`src/rtl/ping_pong_pkg.sv`:
```
// Shared types and defaults for the ping-pong counter controller.
package ping_pong_pkg;

  typedef enum logic [1:0] {
    IDLE = 2'd0,
    RUN  = 2'd1,
    HOLD = 2'd2
  } state_e;

  localparam int PP_WIDTH       = 4;
  localparam int PP_MAX_DEFAULT = 15;
  localparam int PP_MIN_DEFAULT = 0;

endpackage : ping_pong_pkg

```
`src/rtl/pp_one_pulse.sv`:
```
// Rising-edge detector: one registered single-cycle pulse per 0->1 input transition.
module pp_one_pulse (
  input  logic clk,
  input  logic rst_n,
  input  logic in_lvl,
  output logic pulse
);

  logic prev_q;
  logic pulse_q;
  logic pulse_d;

  always_comb begin
    pulse_d = in_lvl & ~prev_q;
  end

  // NOTE: state updates use non-blocking assignments so every flop samples pre-edge values.
  always_ff @(posedge clk or negedge rst_n) begin
    if (!rst_n) begin
      prev_q  <= 1'b0;
      pulse_q <= 1'b0;
    end else begin
      prev_q  <= in_lvl;
      pulse_q <= pulse_d;
    end
  end

  assign pulse = pulse_q;

endmodule : pp_one_pulse

```
`src/rtl/ping_pong_ctrl.sv`:
```
// Run/flip sequencer and range configurator for the ping-pong counter.
// Optional turnaround counter enabled by defining BOUNCE_COUNT_EN.
module ping_pong_ctrl
  import ping_pong_pkg::*;
#(
  parameter int WIDTH       = PP_WIDTH,
  parameter int MAX_DEFAULT = PP_MAX_DEFAULT,
  parameter int MIN_DEFAULT = PP_MIN_DEFAULT,
  parameter int HOLD_CYCLES = 2
) (
  input  logic             clk,
  input  logic             rst_n,
  input  logic             run,
  input  logic             flip_btn,
  input  logic             cfg_valid,
  input  logic [WIDTH-1:0] cfg_max,
  input  logic [WIDTH-1:0] cfg_min,
  output logic             cfg_ready,
  output logic             cfg_err,
  input  logic             cnt_dir,
  output logic             cnt_enable,
  output logic             cnt_flip,
  output logic [WIDTH-1:0] cnt_max,
  output logic [WIDTH-1:0] cnt_min,
  output logic             busy,
  output logic [15:0]      bounce_cnt
);

  localparam int             HW        = $clog2(HOLD_CYCLES + 1);
  localparam logic [HW-1:0]  HOLD_LOAD = HW'(HOLD_CYCLES - 1);

  state_e           state_q, state_d;
  logic [HW-1:0]    hold_q, hold_d;
  logic [WIDTH-1:0] max_q, max_d, min_q, min_d;
  logic             enable_q, enable_d;
  logic             flip_q, flip_d;
  logic             ready_q, ready_d;
  logic             err_q, err_d;
  logic             busy_q, busy_d;
  logic             flip_pulse;
  logic             accept, legal, accept_ok;

  pp_one_pulse u_flip_edge (
    .clk    (clk),
    .rst_n  (rst_n),
    .in_lvl (flip_btn),
    .pulse  (flip_pulse)
  );

  assign accept    = cfg_valid & ready_q;
  assign legal     = cfg_min < cfg_max;
  assign accept_ok = accept & legal;

  always_comb begin
    state_d = state_q;
    hold_d  = hold_q;
    max_d   = max_q;
    min_d   = min_q;
    if (accept_ok) begin
      max_d = cfg_max;
      min_d = cfg_min;
    end
    case (state_q)
      IDLE: if (run) state_d = RUN;
      RUN: begin
        // A range change outranks both a run drop and a pending flip.
        if (accept_ok) begin
          state_d = HOLD;
          hold_d  = HOLD_LOAD;
        end else if (!run) begin
          state_d = IDLE;
        end
      end
      HOLD: begin
        if (hold_q == '0) state_d = run ? RUN : IDLE;
        else              hold_d  = hold_q - HW'(1);
      end
      default: state_d = IDLE;
    endcase
    enable_d = (state_d == RUN);
    busy_d   = (state_d == HOLD);
    ready_d  = (state_d != HOLD);
    err_d    = accept & ~legal;
    flip_d   = flip_pulse & (state_q == RUN) & ~accept_ok;
  end

  always_ff @(posedge clk or negedge rst_n) begin
    if (!rst_n) begin
      state_q  <= IDLE;
      hold_q   <= '0;
      max_q    <= WIDTH'(MAX_DEFAULT);
      min_q    <= WIDTH'(MIN_DEFAULT);
      enable_q <= 1'b0;
      flip_q   <= 1'b0;
      ready_q  <= 1'b1;
      err_q    <= 1'b0;
      busy_q   <= 1'b0;
    end else begin
      state_q  <= state_d;
      hold_q   <= hold_d;
      max_q    <= max_d;
      min_q    <= min_d;
      enable_q <= enable_d;
      flip_q   <= flip_d;
      ready_q  <= ready_d;
      err_q    <= err_d;
      busy_q   <= busy_d;
    end
  end

`ifdef BOUNCE_COUNT_EN
  logic        dir_q;
  logic [15:0] bounce_q, bounce_d;

  always_comb begin
    bounce_d = bounce_q;
    if (accept_ok && state_q == IDLE) begin
      bounce_d = '0;
    end else if (enable_q && (cnt_dir != dir_q) && (bounce_q != 16'hFFFF)) begin
      bounce_d = bounce_q + 16'd1;
    end
  end

  always_ff @(posedge clk or negedge rst_n) begin
    if (!rst_n) begin
      dir_q    <= 1'b1;
      bounce_q <= '0;
    end else begin
      dir_q    <= cnt_dir;
      bounce_q <= bounce_d;
    end
  end

  assign bounce_cnt = bounce_q;
`else
  logic unused_cnt_dir;
  assign unused_cnt_dir = cnt_dir;
  assign bounce_cnt     = '0;
`endif

  assign cfg_ready  = ready_q;
  assign cfg_err    = err_q;
  assign cnt_enable = enable_q;
  assign cnt_flip   = flip_q;
  assign cnt_max    = max_q;
  assign cnt_min    = min_q;
  assign busy       = busy_q;

endmodule : ping_pong_ctrl

```
`config.mk`:
```
export PLATFORM = sky130hd
export DESIGN_NAME = ping_pong_ctrl
export DESIGN_NICKNAME = d
export VERILOG_FILES = /design/src/rtl/ping_pong_pkg.sv /design/src/rtl/pp_one_pulse.sv /design/src/rtl/ping_pong_ctrl.sv
export SDC_FILE = /design/constraint.sdc
export NUM_CORES = 1
export LEC_CHECK = 0
export ABC_CLOCK_PERIOD_IN_PS = 1700
export BUFFER_PORTS_ARGS = -buffer_cell sky130_fd_sc_hd__buf_2
export CORE_UTILIZATION = 45
export CTS_BUF_LIST = sky130_fd_sc_hd__clkbuf_16
export CTS_CLUSTER_SIZE = 14
export DETAILED_ROUTE_END_ITERATION = 8
export MAX_ROUTING_LAYER = met4
export PLACE_DENSITY = 0.84
export SYNTH_ARGS = -nofsm -noshare
export SYNTH_HDL_FRONTEND = slang
export SYNTH_HIERARCHICAL = 1
export SYNTH_SLANG_ARGS = --single-unit
```
`constraint.sdc`:
```
create_clock -name clk -period 1.7 [get_ports clk]
set_clock_uncertainty 0.15 [all_clocks]
set_input_delay 0 -clock clk [delete_from_list [all_inputs] [get_ports clk]]
set_output_delay 0 -clock clk [all_outputs]
set_load 0.005 [all_outputs]
```
### After elaboration in Yosys (flattened, before gate mapping)

Index checks and enable logic that the tools add are counted.

| word-level totals | value |
|---|---|
| register bits | 19 |
| output and inout port bits | 29 |

| cells by class | value |
|---|---|
| add/sub/neg operators | 1 |
| $lt $le $gt $ge | 1 |
| equality and inequality tests | 7 |
| muxes and demuxes | 9 |
| bitwise gates (word level) | 9 |
| reductions and logical operators | 4 |

Operators by type and width:

| operator | count |
|---|---|
| $mux W2 | 6 |
| $and A1 B1 Y1 | 6 |
| $ne A2 B2 Y1 const B | 3 |
| $pmux W2 S3 | 1 |
| $eq A2 B1 Y1 const B | 2 |
| $eq A2 B2 Y1 const B | 2 |
| $logic_not A2 Y1 | 2 |
| $lt A4 B4 Y1 | 1 |
| $pmux W2 S2 | 1 |
| $not A1 Y1 | 3 |
| $reduce_and A3 Y1 | 1 |
| $reduce_bool A2 Y1 | 1 |
| $sub A2 B1 Y2 const B | 1 |
| $mux W1 | 1 |

### Longest topological paths before layout

Gate-level depths: netlist (run 1).

| depth | value |
|---|---|
| depth after elaboration | 5 |
| gate-level depth with buffers | 7 |

### Hierarchy

Netlist (run 1), hierarchy kept.

By module, submodules not included:

| module | times used | cells an instance | area an instance (um2) |
|---|---|---|---|
| ping_pong_ctrl | 1 | 77 | 875.8 |
| pp_one_pulse | 1 | 3 | 63.8 |

### Worst setup path after synthesis (run 1)

OpenSTA, ideal clock, no wires.

| path | value |
|---|---|
| path type | input to register |
| start | input cfg_max[2] |
| end | register min_q[0] (netlist: cnt_min[0]) |
| arrival | 1.330 ns |
| required time | 1.425 ns |
| setup slack | 0.095 ns |
| stages on the path | 7 |
| path buffers | 1 |
| cells stage by stage | inv_1 -> ha_1 -> a21oi_1 -> o21ai_2 -> a211oi_2 -> buf_6 -> mux2_2 |

| between the ends | value |
|---|---|
| cells in the longest elaborated chain, start to end | 2 |

Ends and longest elaborated chain:

| what | line | RTL |
|---|---|---|
| start, declared | ping_pong_ctrl.sv:16 | `input logic [WIDTH-1:0] cfg_max,` |
| $lt A4 B4 Y1 | ping_pong_ctrl.sv:51 | `assign legal = cfg_min < cfg_max;` |
| $and A1 B1 Y1 | ping_pong_ctrl.sv:52 | `assign accept_ok = accept & legal;` |
| end signal, assigned | ping_pong_ctrl.sv:92 | `min_q <= WIDTH'(MIN_DEFAULT);` |
| end signal, assigned | ping_pong_ctrl.sv:102 | `min_q <= min_d;` |
| end, declared | ping_pong_ctrl.sv:34 | `logic [WIDTH-1:0] max_q, max_d, min_q, min_d;` |

Every way passes these cells.
A chain may end at the register's enable or synchronous reset.

### Final worst setup path (run 1)

| path | value |
|---|---|
| start | register ready_q (netlist: cfg_ready) |
| end | register min_q[2] (netlist: cnt_min[2]) |

| between the ends | value |
|---|---|
| cells in the longest elaborated chain, start to end | 2 |

Ends and longest elaborated chain:

| what | line | RTL |
|---|---|---|
| start, declared | ping_pong_ctrl.sv:37 | `logic ready_q, ready_d;` |
| start signal, assigned | ping_pong_ctrl.sv:105 | `ready_q <= ready_d;` |
| $and A1 B1 Y1 | ping_pong_ctrl.sv:50 | `assign accept = cfg_valid & ready_q;` |
| $and A1 B1 Y1 | ping_pong_ctrl.sv:52 |  |

Every way passes these cells.

==> results of run 1 <==
## cells in the mapped netlist
master / instances
sky130_fd_sc_hd__dfrtp_1: 14
sky130_fd_sc_hd__xnor2_1: 1
sky130_fd_sc_hd__a2111oi_2: 1
sky130_fd_sc_hd__o21ai_0: 1
sky130_fd_sc_hd__a21oi_1: 4
sky130_fd_sc_hd__buf_6: 1
sky130_fd_sc_hd__conb_1: 1
sky130_fd_sc_hd__or2_2: 2
sky130_fd_sc_hd__ha_1: 4
sky130_fd_sc_hd__nor3_1: 1
sky130_fd_sc_hd__nand3_1: 1
sky130_fd_sc_hd__buf_4: 16
sky130_fd_sc_hd__nand2b_1: 1
sky130_fd_sc_hd__nor2b_4: 1
sky130_fd_sc_hd__dfstp_2: 5
sky130_fd_sc_hd__mux2_2: 8
sky130_fd_sc_hd__nor2b_1: 1
sky130_fd_sc_hd__inv_1: 6
sky130_fd_sc_hd__nor3b_1: 1
sky130_fd_sc_hd__a211oi_1: 1
sky130_fd_sc_hd__a211oi_2: 1
sky130_fd_sc_hd__nor2_1: 3
sky130_fd_sc_hd__o21ai_2: 1
sky130_fd_sc_hd__nand2_1: 4
## worst max-delay path, stage by stage (launching register included)
cell and delay [ns]:
sky130_fd_sc_hd__dfstp_2 0.54, sky130_fd_sc_hd__nand2_1 0.09, sky130_fd_sc_hd__a211oi_2 0.20, sky130_fd_sc_hd__buf_4 0.21, sky130_fd_sc_hd__mux2_2 0.35
## stage by stage
step                      instance area, um^2  total power, mW  utilization, %
after floorplan                           996             1.01               -
after global placement                   1050             1.15            53.7
after detailed placement                 1050             1.18            53.7
after CTS                                1250             1.68            63.8
after global routing                     1250             1.79            63.8
final                                    1250             1.67            63.8
## worst paths after layout
kind | startpoint | cells past startpoint | to | slack [ns]
max in group asynchronous | rst_n | 2 | cnt_max[2] | 0.98
worst max register to register | cfg_ready | 4 | cnt_min[2] | 0.05
min in group clk | cfg_min[3] | 4 | cfg_err | 0.10
worst min register to register | u_flip_edge/prev_q | 1 | u_flip_edge/pulse | 0.30
worst max-delay path | cfg_ready | 4 | cnt_min[2] | 0.05
worst min-delay path | rst_n | 2 | cnt_min[1] | 0.1
## cell families after synthesis
logic type / Yosys count / synth area share [%]
buffers and inverters: 23 / 16.4
DFF: 19 / 51.3
and+or+nand+nor: 15 / 8.79
AOI/OAI and AO/OA: 9 / 7.32
muxes: 8 / 9.59
adders and majority gates: 4 / 5.33
other: 1 / 0.399
xor gates and xnor gates: 1 / 0.932
## flip-flops by register name (all words and copies together), names as in the netlist
signal              cells
cnt_enable              1
cfg_ready               1
hold_q                  2
cfg_err                 1
cnt_flip                1
cnt_max                 4
cnt_min                 4
u_flip_edge/pulse       1
busy                    1
u_flip_edge/prev_q      1
state_q                 2
## layer usage
layer | routed length, um | vias up | share of wire [%]
li1 | - | 318 | -
met1 | 704 | 303 | 41
met2 | 887 | 23 | 52
met3 | 80 | 4 | 4.7
met4 | 31 | 0 | 1.8
met5 | 0 | - | 0
## report_power, final
part           total [mW]  switching (mW)  internal [mW]
clock               0.475           0.163          0.313
sequential          0.719          0.0843          0.634
combinational       0.480           0.210          0.270
total                1.67           0.457           1.22
## area by class of cell
class | instances | area [um^2] | area share [%]
flip-flops and latches | 19 | 482 | 38.5
multi-input cells | 53 | 360 | 28.8
repair buffers | 41 | 275 | 22.0
clock buffers | 3 | 75.1 | 5.99
well taps | 27 | 33.8 | 2.70
inverters | 6 | 22.5 | 1.80
clock inverters | 1 | 3.75 | 0.300
## timing repair
| action | 4_1_cts | 5_1_grt |
|---|---|---|
| hold buffers | 12 | 0 |
| setup endpoints to repair | 0 | 4 |
| hold endpoints to repair | 32 | 0 |
==> impl_summary.log, run 1 <==
INFO  metric dr_vias_cell = about 4.3
INFO  metric slew_viol_final = 0
INFO  metric timing_hold_violations_final = 0
INFO  metric aggregate_negative_setup_slack = 0 ns
INFO  metric fmaxAchievable = between 600 and 700 MHz
INFO  metric post_synth_main_area_contributors = sky130_fd_sc_hd__dfrtp_1, sky130_fd_sc_hd__dfstp_2, sky130_fd_sc_hd__buf_4
INFO  metric drt_iter0_markers = 9
INFO  metric synthDominantAreaCellType = sky130_fd_sc_hd__dfrtp_1
INFO  metric first_pass_iteration_count_of_the_detailed_router = 6
INFO  metric row_count = 16
INFO  metric grt_first_pass_wirelength = between 2000 and 3000 um
INFO  metric grt_start_max_net_pins = 20
INFO  metric area_delta_synth_final = 33.3%
INFO  metric critical_path_required = between 1.5 and 2 ns
INFO  metric cts.sinks = 19
INFO  metric postSynthCellCount = 80
INFO  metric pre_cts_slack = -0.0677 ns
INFO  metric setup_viol = 0
INFO  metric tritoncts.num_buffers = 3
INFO  metric layout-drive-gt1-share = 41.5%
INFO  metric rsz0062_at_grt = no
INFO  metric yosys_top_cell_area_share = about 37%
INFO  metric worstSetupPathType = flop to flop
INFO  metric min-delay-path-class = input port to asynchronous set/reset pin
INFO  metric critical_path.startpoint_type = flop
INFO  metric num-fill-cells = roughly 150
INFO  metric cts_buffer_depth = 2
INFO  metric run_status = finished, final reports clean
INFO  metric yosysSeqAreaShare = 51.3%
INFO  metric avgSynthCellArea = 11.7 um^2
INFO  metric count_of_antenna_violating_nets_left_after_detailed_routing = 0
INFO  metric totalWireLength = between 1500 and 2000 um
INFO  metric groute.layer.met2.usage = between 20% and 30%
INFO  metric dp.cells = about 130
INFO  metric grt_remaining_overflow = 0
INFO  metric num_antenna_cells = 0
INFO  metric first_global_vias = about 570
INFO  metric maxCapViolCount = 0
INFO  metric die_x = around 48 um
INFO  metric cts.clk_slew.worst_paths = around 0.050 ns
INFO  metric grt_antenna_before_repair = 0
INFO  metric p_leak = around 0.64 nW
INFO  metric clock_insertion_delay_worst_skew = 0.25 ns
INFO  metric hpwlAfterDp = 1130 um
INFO  metric fp.coreArea = roughly 2000 um^2
INFO  metric io_buffer_count = 25
INFO  metric critPathMaxFanout = 7
INFO  metric drt-wirelength-per-cell = around 11 um
INFO  metric grt_util_met3 = under 10%
INFO  metric met1_track_usage_gr = a little under a quarter
INFO  metric die_area = ~2300 um^2
INFO  metric tritoncts = yes
INFO  metric power-per-cell-area = 1340 nW/um^2
INFO  metric flop_and_latch_count_out_of_synthesis = 19
INFO  metric globalplace.congestion = approximately 0.72
INFO  metric vdd.ir_drop.worst = 1.05 mV
INFO  metric synthDistinctLibCells = 24
INFO  metric post_cts_resize_count = 0
INFO  metric cp_data_arrival_time = 1.63 ns
INFO  metric netlist_area = 940 um^2
INFO  metric setup_slack = roughly 0.05 ns
INFO  metric most-common-layout-cells = sky130_fd_sc_hd__buf_2, sky130_fd_sc_hd__conb_1, sky130_fd_sc_hd__dfrtp_1
INFO  metric start_util = a little under half
INFO  metric drc = 0
INFO  metric finish.net_count = around 140
INFO  metric layoutNonFillerInstCount = 150
INFO  metric global_route.usage.total = a little under a fifth
INFO  metric vias = roughly 650
INFO  metric postCtsSetupRepairBufs = 0
INFO  metric layer_carrying_the_most_global_route_usage = met2
INFO  metric final_common_cell = sky130_fd_sc_hd__buf_2
INFO  metric hold_ws = about 0.099 ns
INFO  metric die_h = roughly 48 um
INFO  metric synth.yosys.warnings = 6
INFO  metric ctsRootBufferMaster = sky130_fd_sc_hd__clkbuf_16
INFO  metric final_period_minus_worst_setup_slack = 1.65 ns
INFO  metric layout_worst_path_cycle_share = a little over nine tenths
INFO  metric crit_path_end_kind = flop
INFO  metric h-tree-depth = 1
INFO  metric boundaryPins = 43
No activity file was read; power rests on OpenSTA's default activity.
==> run 2, diff against run 1 <==
Settings changed: CAP_MARGIN from default to 20, PLACE_DENSITY 0.84 to 0.77.
==> run 2 against run 1 <==
Effect of this change: sequential power increased by 0.6%; largest power group unchanged; clock power is 2% lower; critical path type unchanged; setup slack got worse by 0.00099 ns.
==> impl_summary.log, run 2 (same netlist as run 1, synthesis figures left out) <==
INFO  metric run_status = finished, final reports clean (unchanged)
INFO  metric worstReg2RegStart = cfg_ready (unchanged)
INFO  metric wl_met2 = 954 um (was 887 um)
INFO  metric layout_worst_path_cycle_share = 97.0% (about the same)
INFO  metric final_period_minus_worst_setup_slack = 1.65 ns (about the same)
INFO  metric maxCapViolCount = 0 (unchanged)
INFO  metric critical_path.startpoint_type = flop (unchanged)
INFO  metric most-common-layout-cells = sky130_fd_sc_hd__buf_2, sky130_fd_sc_hd__conb_1, sky130_fd_sc_hd__dfrtp_1 (unchanged)
INFO  metric area_delta_synth_final = 33.6% (was 33.3%)
INFO  metric grt_remaining_overflow = 0 (unchanged)
INFO  metric hpwlAfterDp = 1090 um (was 1130 um)
INFO  metric met1_wirelength = 723 um (was 704 um)
INFO  metric ctsRootBufferMaster = sky130_fd_sc_hd__clkbuf_16 (unchanged)
INFO  metric min-delay-path-class = input port to asynchronous set/reset pin (unchanged)
INFO  metric rsz0062_at_grt = no (unchanged)
INFO  metric cp_data_arrival_time = 1.63 ns (about the same)
INFO  metric tritoncts.num_buffers = 3 (unchanged)
INFO  metric vias = 662 (was 648)
INFO  metric crit_path_end_kind = flop (unchanged)
INFO  metric grt_antenna_before_repair = 0 (unchanged)
INFO  metric total_power = 1.69 mW (was 1.67 mW)
INFO  metric fp.coreArea = 1960 um^2 (unchanged)
INFO  metric row_count = 16 (unchanged)
INFO  metric drt_iter0_markers = 7 (was 9)
INFO  metric num_antenna_cells = 0 (unchanged)
INFO  metric p_leak = 0.640 nW (about the same)
INFO  metric die_h = 47.7 um (unchanged)
INFO  metric startpoint = cfg_ready (unchanged)
INFO  metric slew_viol_final = 0 (unchanged)
INFO  metric totalWireLength = 1810 um (was 1700 um)
INFO  metric layout-drive-gt1-share = 42.3% (was 41.5%)
INFO  metric globalplace.congestion = 0.684 (was 0.718)
INFO  metric timing_hold_violations_final = 0 (unchanged)
INFO  metric grt_start_max_net_pins = 20 (unchanged)
INFO  metric cts_buffer_depth = 2 (unchanged)
INFO  metric fmaxAchievable = 606 MHz (was 607 MHz)
INFO  metric layoutNonFillerInstCount = 150 (unchanged)
INFO  metric io_buffer_count = 25 (unchanged)
INFO  metric vdd.ir_drop.worst = 1.01 mV (was 1.05 mV)
INFO  metric global_route.usage.total = 18.2% (was 18.1%)
INFO  metric start_util = 47.9% (unchanged)
INFO  metric drt-wirelength-per-cell = 12.1 um (was 11.4 um)
INFO  metric die_x = 47.7 um (unchanged)
INFO  metric count_of_antenna_violating_nets_left_after_detailed_routing = 0 (unchanged)
INFO  metric cts.sinks = 19 (unchanged)
INFO  metric die_area = 2270 um^2 (unchanged)
INFO  metric worstSetupPathType = flop to flop (unchanged)
INFO  metric dp.cells = 134 (unchanged)
INFO  metric grt_first_pass_wirelength = 2600 um (was 2560 um)
INFO  metric final_common_cell = sky130_fd_sc_hd__buf_2 (unchanged)
INFO  metric setup_viol = 0 (unchanged)
INFO  metric final_core_util = 64.0% (was 63.8%)
INFO  metric power-per-cell-area = 1340 nW/um^2 (about the same)
INFO  metric critPathMaxFanout = 7 (unchanged)
INFO  metric first_pass_iteration_count_of_the_detailed_router = 4 (was 6)
INFO  metric met3_length = 89 um (was 80 um)
INFO  metric drc = 0 (unchanged)
INFO  metric route.top_layer_used = met4 (unchanged)
INFO  metric r2r.worst_path.cells = 4 (unchanged)
INFO  metric tritoncts = yes (unchanged)
INFO  metric finish.net_count = 142 (unchanged)
INFO  metric hold_ws = 0.0812 ns (was 0.0992 ns)
INFO  metric h-tree-depth = 1 (unchanged)
INFO  metric cts.clk_slew.worst_paths = 0.05 ns (about the same)
INFO  metric clock_insertion_delay_worst_skew = 0.25 ns (about the same)
INFO  metric boundaryPins = 43 (unchanged)
INFO  metric first_global_vias = 597 (was 567)
INFO  metric critical_path_required = 1.68 ns (about the same)
INFO  metric dr_vias_cell = 4.41 (was 4.32)
INFO  metric num-fill-cells = 154 (unchanged)
INFO  metric postCtsSetupRepairBufs = 0 (unchanged)
==> run 2: cell types whose count changed in the layout (fill, tap and decap cells not counted) <==
cell / change
sky130_fd_sc_hd__nand2_1: -1
sky130_fd_sc_hd__nand2_2: +1
==> run 2: critical path, stage by stage (launching register included) <==
cell,delay [ns]
sky130_fd_sc_hd__dfstp_2,0.55
sky130_fd_sc_hd__nand2_2,0.07
sky130_fd_sc_hd__a211oi_2,0.19
sky130_fd_sc_hd__buf_4,0.21
sky130_fd_sc_hd__mux2_2,0.35
==> run 2: cell type report <==
type / count / area [um^2] / share of cell area (%)
clock inverters: 1 / 3.75 / 0.299
repair buffers: 41 / 275 / 21.9
flip-flops and latches: 19 / 482 / 38.4
clock buffers: 3 / 75.1 / 5.98
inverters: 6 / 22.5 / 1.79
well taps: 27 / 33.8 / 2.69
multi-input cells: 53 / 363 / 28.9
==> run 2: what timing repair did <==
item,4_1_cts,5_1_grt
hold buffers,12,0
setup endpoints to repair,0,7
endpoints found under the hold margin,32,0
resized for setup,0,1
==> run 2: final timing paths <==
kind	to	slack, ns
setup / recovery	cnt_min[1]	0.05
hold / removal	cnt_min[2]	0.08
setup reg to reg	cnt_min[1]	0.05
hold reg to reg	u_flip_edge/pulse	0.30
max in group asynchronous	cfg_ready	0.99
min in group clk	cfg_err	0.16
==> run 2: per-layer routing <==
metal  up-vias  track usage, %
met5         -               -
li1        317               -
met2        27            27.6
met4         0            8.33
met1       312            20.5
met3         6            8.30
==> run 2: through the flow <==
step / TNS (ns) / instance area (um^2) / setup slack (ns)
6_report: 0 / 1250 / 0.0504
3_3_place_gp: -0.0715 / 1050 / -0.0246
5_1_grt: 0 / 1250 / 0.0136
3_5_place_dp: -0.270 / 1050 / -0.0627
2_1_floorplan: 0 / 996 / 0.0947
4_1_cts: 0 / 1250 / 0.00598
==> run 2: where the power goes <==
group | total, mW | internal (mW) | switching, mW
Combinational | 0.496 | 0.272 | 0.224
Clock | 0.466 | 0.312 | 0.154
Sequential | 0.723 | 0.635 | 0.0883
Total | 1.69 | 1.22 | 0.466
==> run 3, diff against run 2 <==
Settings changed: CTS_BUF_LIST sky130_fd_sc_hd__clkbuf_16 to default.
==> run 3 against run 2 <==
Effect of this change: count of clock-buffer cells in the layout increased by 1; routed wire length fell by 8.6%; non-clock buffer count stayed put; critical path type is now input port to flop; critical endpoint is now cnt_min[0]; highest routed layer is now met3.
==> impl_summary.log, run 3 (same netlist as run 1, synthesis figures left out) <==
INFO  metric r2r_setup_slack = 0.08 ns (was 0.05 ns)
INFO  metric hpwlAfterDp = 1090 um (unchanged)
INFO  metric die_area = 2270 um^2 (unchanged)
INFO  metric tritoncts.num_buffers = 3 (unchanged)
INFO  metric final_period_minus_worst_setup_slack = 1.64 ns (was 1.65 ns)
INFO  metric rsz0062_at_grt = no (unchanged)
INFO  metric grt_remaining_overflow = 0 (unchanged)
INFO  metric start_util = 47.9% (unchanged)
INFO  metric clock_insertion_delay_worst_skew = 0.29 ns (was 0.25 ns)
INFO  metric num-fill-cells = 161 (was 154)
INFO  metric r2r.worst_path.cells = 4 (unchanged)
INFO  metric totalWireLength = 1660 um (was 1810 um)
INFO  metric cts.sinks = 19 (unchanged)
INFO  metric regToRegEndpoint = cnt_min[0] (was cnt_min[1])
INFO  metric boundaryPins = 43 (unchanged)
INFO  metric dr_vias_cell = 4.33 (was 4.41)
INFO  metric fmaxAchievable = 608 MHz (was 606 MHz)
INFO  metric global_route.usage.total = 16.8% (was 18.2%)
INFO  metric drc = 0 (unchanged)
INFO  metric critical_path_buf_inv_count = 3 (was 1)
INFO  metric drt-wirelength-per-cell = 11.1 um (was 12.1 um)
INFO  metric row_count = 16 (unchanged)
INFO  metric crit_slowest_cell = sky130_fd_sc_hd__dlygate4sd3_1 (was sky130_fd_sc_hd__dfstp_2)
INFO  metric first_global_vias = 575 (was 597)
INFO  metric run_status = finished, final reports clean (unchanged)
INFO  metric area_delta_synth_final = 28.9% (was 33.6%)
INFO  metric timing.critical_path.cells = dlygate4sd3_1 -> buf_2 -> nor2b_4 -> o21ai_2 -> a211oi_2 -> buf_4 -> mux2_2 (was nand2_2 -> a211oi_2 -> buf_4 -> mux2_2)
INFO  metric cp_data_arrival_time = 1.68 ns (was 1.63 ns)
INFO  metric io_buffer_count = 25 (unchanged)
INFO  metric fp.coreArea = 1960 um^2 (unchanged)
INFO  metric critical_path_required = 1.73 ns (was 1.68 ns)
INFO  metric pre_cts_slack = -0.0627 ns (unchanged)
INFO  metric vdd.ir_drop.worst = 0.799 mV (was 1.01 mV)
INFO  metric maxCapViolCount = 0 (unchanged)
INFO  metric finish.net_count = 142 (unchanged)
INFO  metric ctsRootBufferMaster = sky130_fd_sc_hd__clkbuf_4 (was sky130_fd_sc_hd__clkbuf_16)
INFO  metric timing_hold_violations_final = 0 (unchanged)
INFO  metric multiInputGateArea = 372 um^2 (was 363 um^2)
INFO  metric slew_viol_final = 0 (unchanged)
INFO  metric crit_path_end_kind = flop (unchanged)
INFO  metric layout_worst_path_cycle_share = 96.7% (was 97.0%)
INFO  metric setup_slack = 0.0554 ns (was 0.0504 ns)
INFO  metric dp.cells = 134 (unchanged)
INFO  metric regArea = 482 um^2 (unchanged)
INFO  metric layout-drive-gt1-share = 42.3% (unchanged)
INFO  metric cts.clk_slew.worst_paths = 0.10 ns (was 0.05 ns)
INFO  metric setup_viol = 0 (unchanged)
INFO  metric globalplace.congestion = 0.684 (unchanged)
INFO  metric grt_first_pass_wirelength = 2460 um (was 2600 um)
INFO  metric num_antenna_cells = 0 (unchanged)
INFO  metric power-per-cell-area = 1180 nW/um^2 (was 1340 nW/um^2)
INFO  metric layoutNonFillerInstCount = 150 (unchanged)
INFO  metric grt_antenna_before_repair = 0 (unchanged)
INFO  metric vias = 649 (was 662)
INFO  metric worstReg2RegStart = cfg_ready (unchanged)
INFO  metric cpLargestDelayFamily = buffers and inverters (was flip-flops)
INFO  metric critPathMaxStageDelay = 0.54 ns (was 0.55 ns)
INFO  metric most-common-layout-cells = sky130_fd_sc_hd__buf_2, sky130_fd_sc_hd__conb_1, sky130_fd_sc_hd__dfrtp_1 (unchanged)
INFO  metric worstSetupPathType = input port to flop (was flop to flop)
INFO  metric critical_path.startpoint_type = input port (was flop)
INFO  metric grt_start_max_net_pins = 20 (unchanged)
INFO  metric die_x = 47.7 um (unchanged)
INFO  metric die_h = 47.7 um (unchanged)
INFO  metric tritoncts = yes (unchanged)
INFO  metric final_common_cell = sky130_fd_sc_hd__buf_2 (unchanged)
INFO  metric count_of_antenna_violating_nets_left_after_detailed_routing = 0 (unchanged)
INFO  metric first_pass_iteration_count_of_the_detailed_router = 4 (unchanged)
INFO  metric p_leak = 0.621 nW (was 0.640 nW)
INFO  metric drt_iter0_markers = 6 (was 7)
INFO  metric h-tree-depth = 1 (unchanged)
INFO  metric min-delay-path-class = input port to asynchronous set/reset pin (unchanged)
INFO  metric critPathMaxFanout = 7 (unchanged)
INFO  metric cts_buffer_depth = 2 (unchanged)
==> run 3: per-stage QoR <==
stage	utilization [%]	setup TNS [ns]	power, mW	hold WS (ns)	instance area, um^2
global route	61.7	0	1.53	0.0836	1210
floorplan	-	0	1.01	-0.446	996
CTS	61.2	0	1.42	0.0204	1200
finish	61.7	0	1.42	0.0530	1210
detailed placement	53.7	-0.270	1.18	-0.192	1050
global placement	53.7	-0.0715	1.15	-0.205	1050
==> run 3: worst max-delay path by stage <==
stage	from	to	slack (ns)	cells after the start
2_1_floorplan	cfg_max[2]	cnt_min[0]	0.09	7
3_3_place_gp	cfg_max[2]	cnt_min[3]	-0.02	8
3_5_place_dp	cfg_max[2]	cnt_min[1]	-0.06	8
4_1_cts	cfg_min[0]	cnt_min[1]	0.01	7
5_1_grt	cfg_max[0]	cnt_min[0]	0.0001	7
6_report	cfg_min[0]	cnt_min[0]	0.06	7
==> run 3: per-layer routing <==
layer  routed length [um]  track usage [%]
met1                  696             17.6
met3                   71             7.17
met4                    0             4.44
met5                    0                -
met2                  890             28.9
==> run 3: final cells by class <==
cell class | count | share of cell area (%)
Multi-Input combinational cell | 53 | 30.7
Sequential cell | 19 | 39.8
Clock buffer | 4 | 2.17
Inverter | 6 | 1.86
Tap cell | 27 | 2.79
Timing Repair Buffer | 41 | 22.7
==> run 3: repair_timing <==
| action | 4_1_cts | 5_1_grt |
|---|---|---|
| buffers inserted | 0 | 0 |
| resized for setup | 0 | 3 |
| hold buffers | 12 | 0 |
| hold endpoints to repair | 32 | 0 |
| endpoints found under the setup margin | 0 | 7 |
==> run 3: power by group <==
group | switching, mW | leakage [nW] | internal [mW] | total, mW
combinational | 0.217 | 0.382 | 0.277 | 0.495
clock | 0.126 | 0.0150 | 0.0912 | 0.217
sequential | 0.0804 | 0.225 | 0.632 | 0.712
total | 0.424 | 0.621 | 1.00 | 1.42
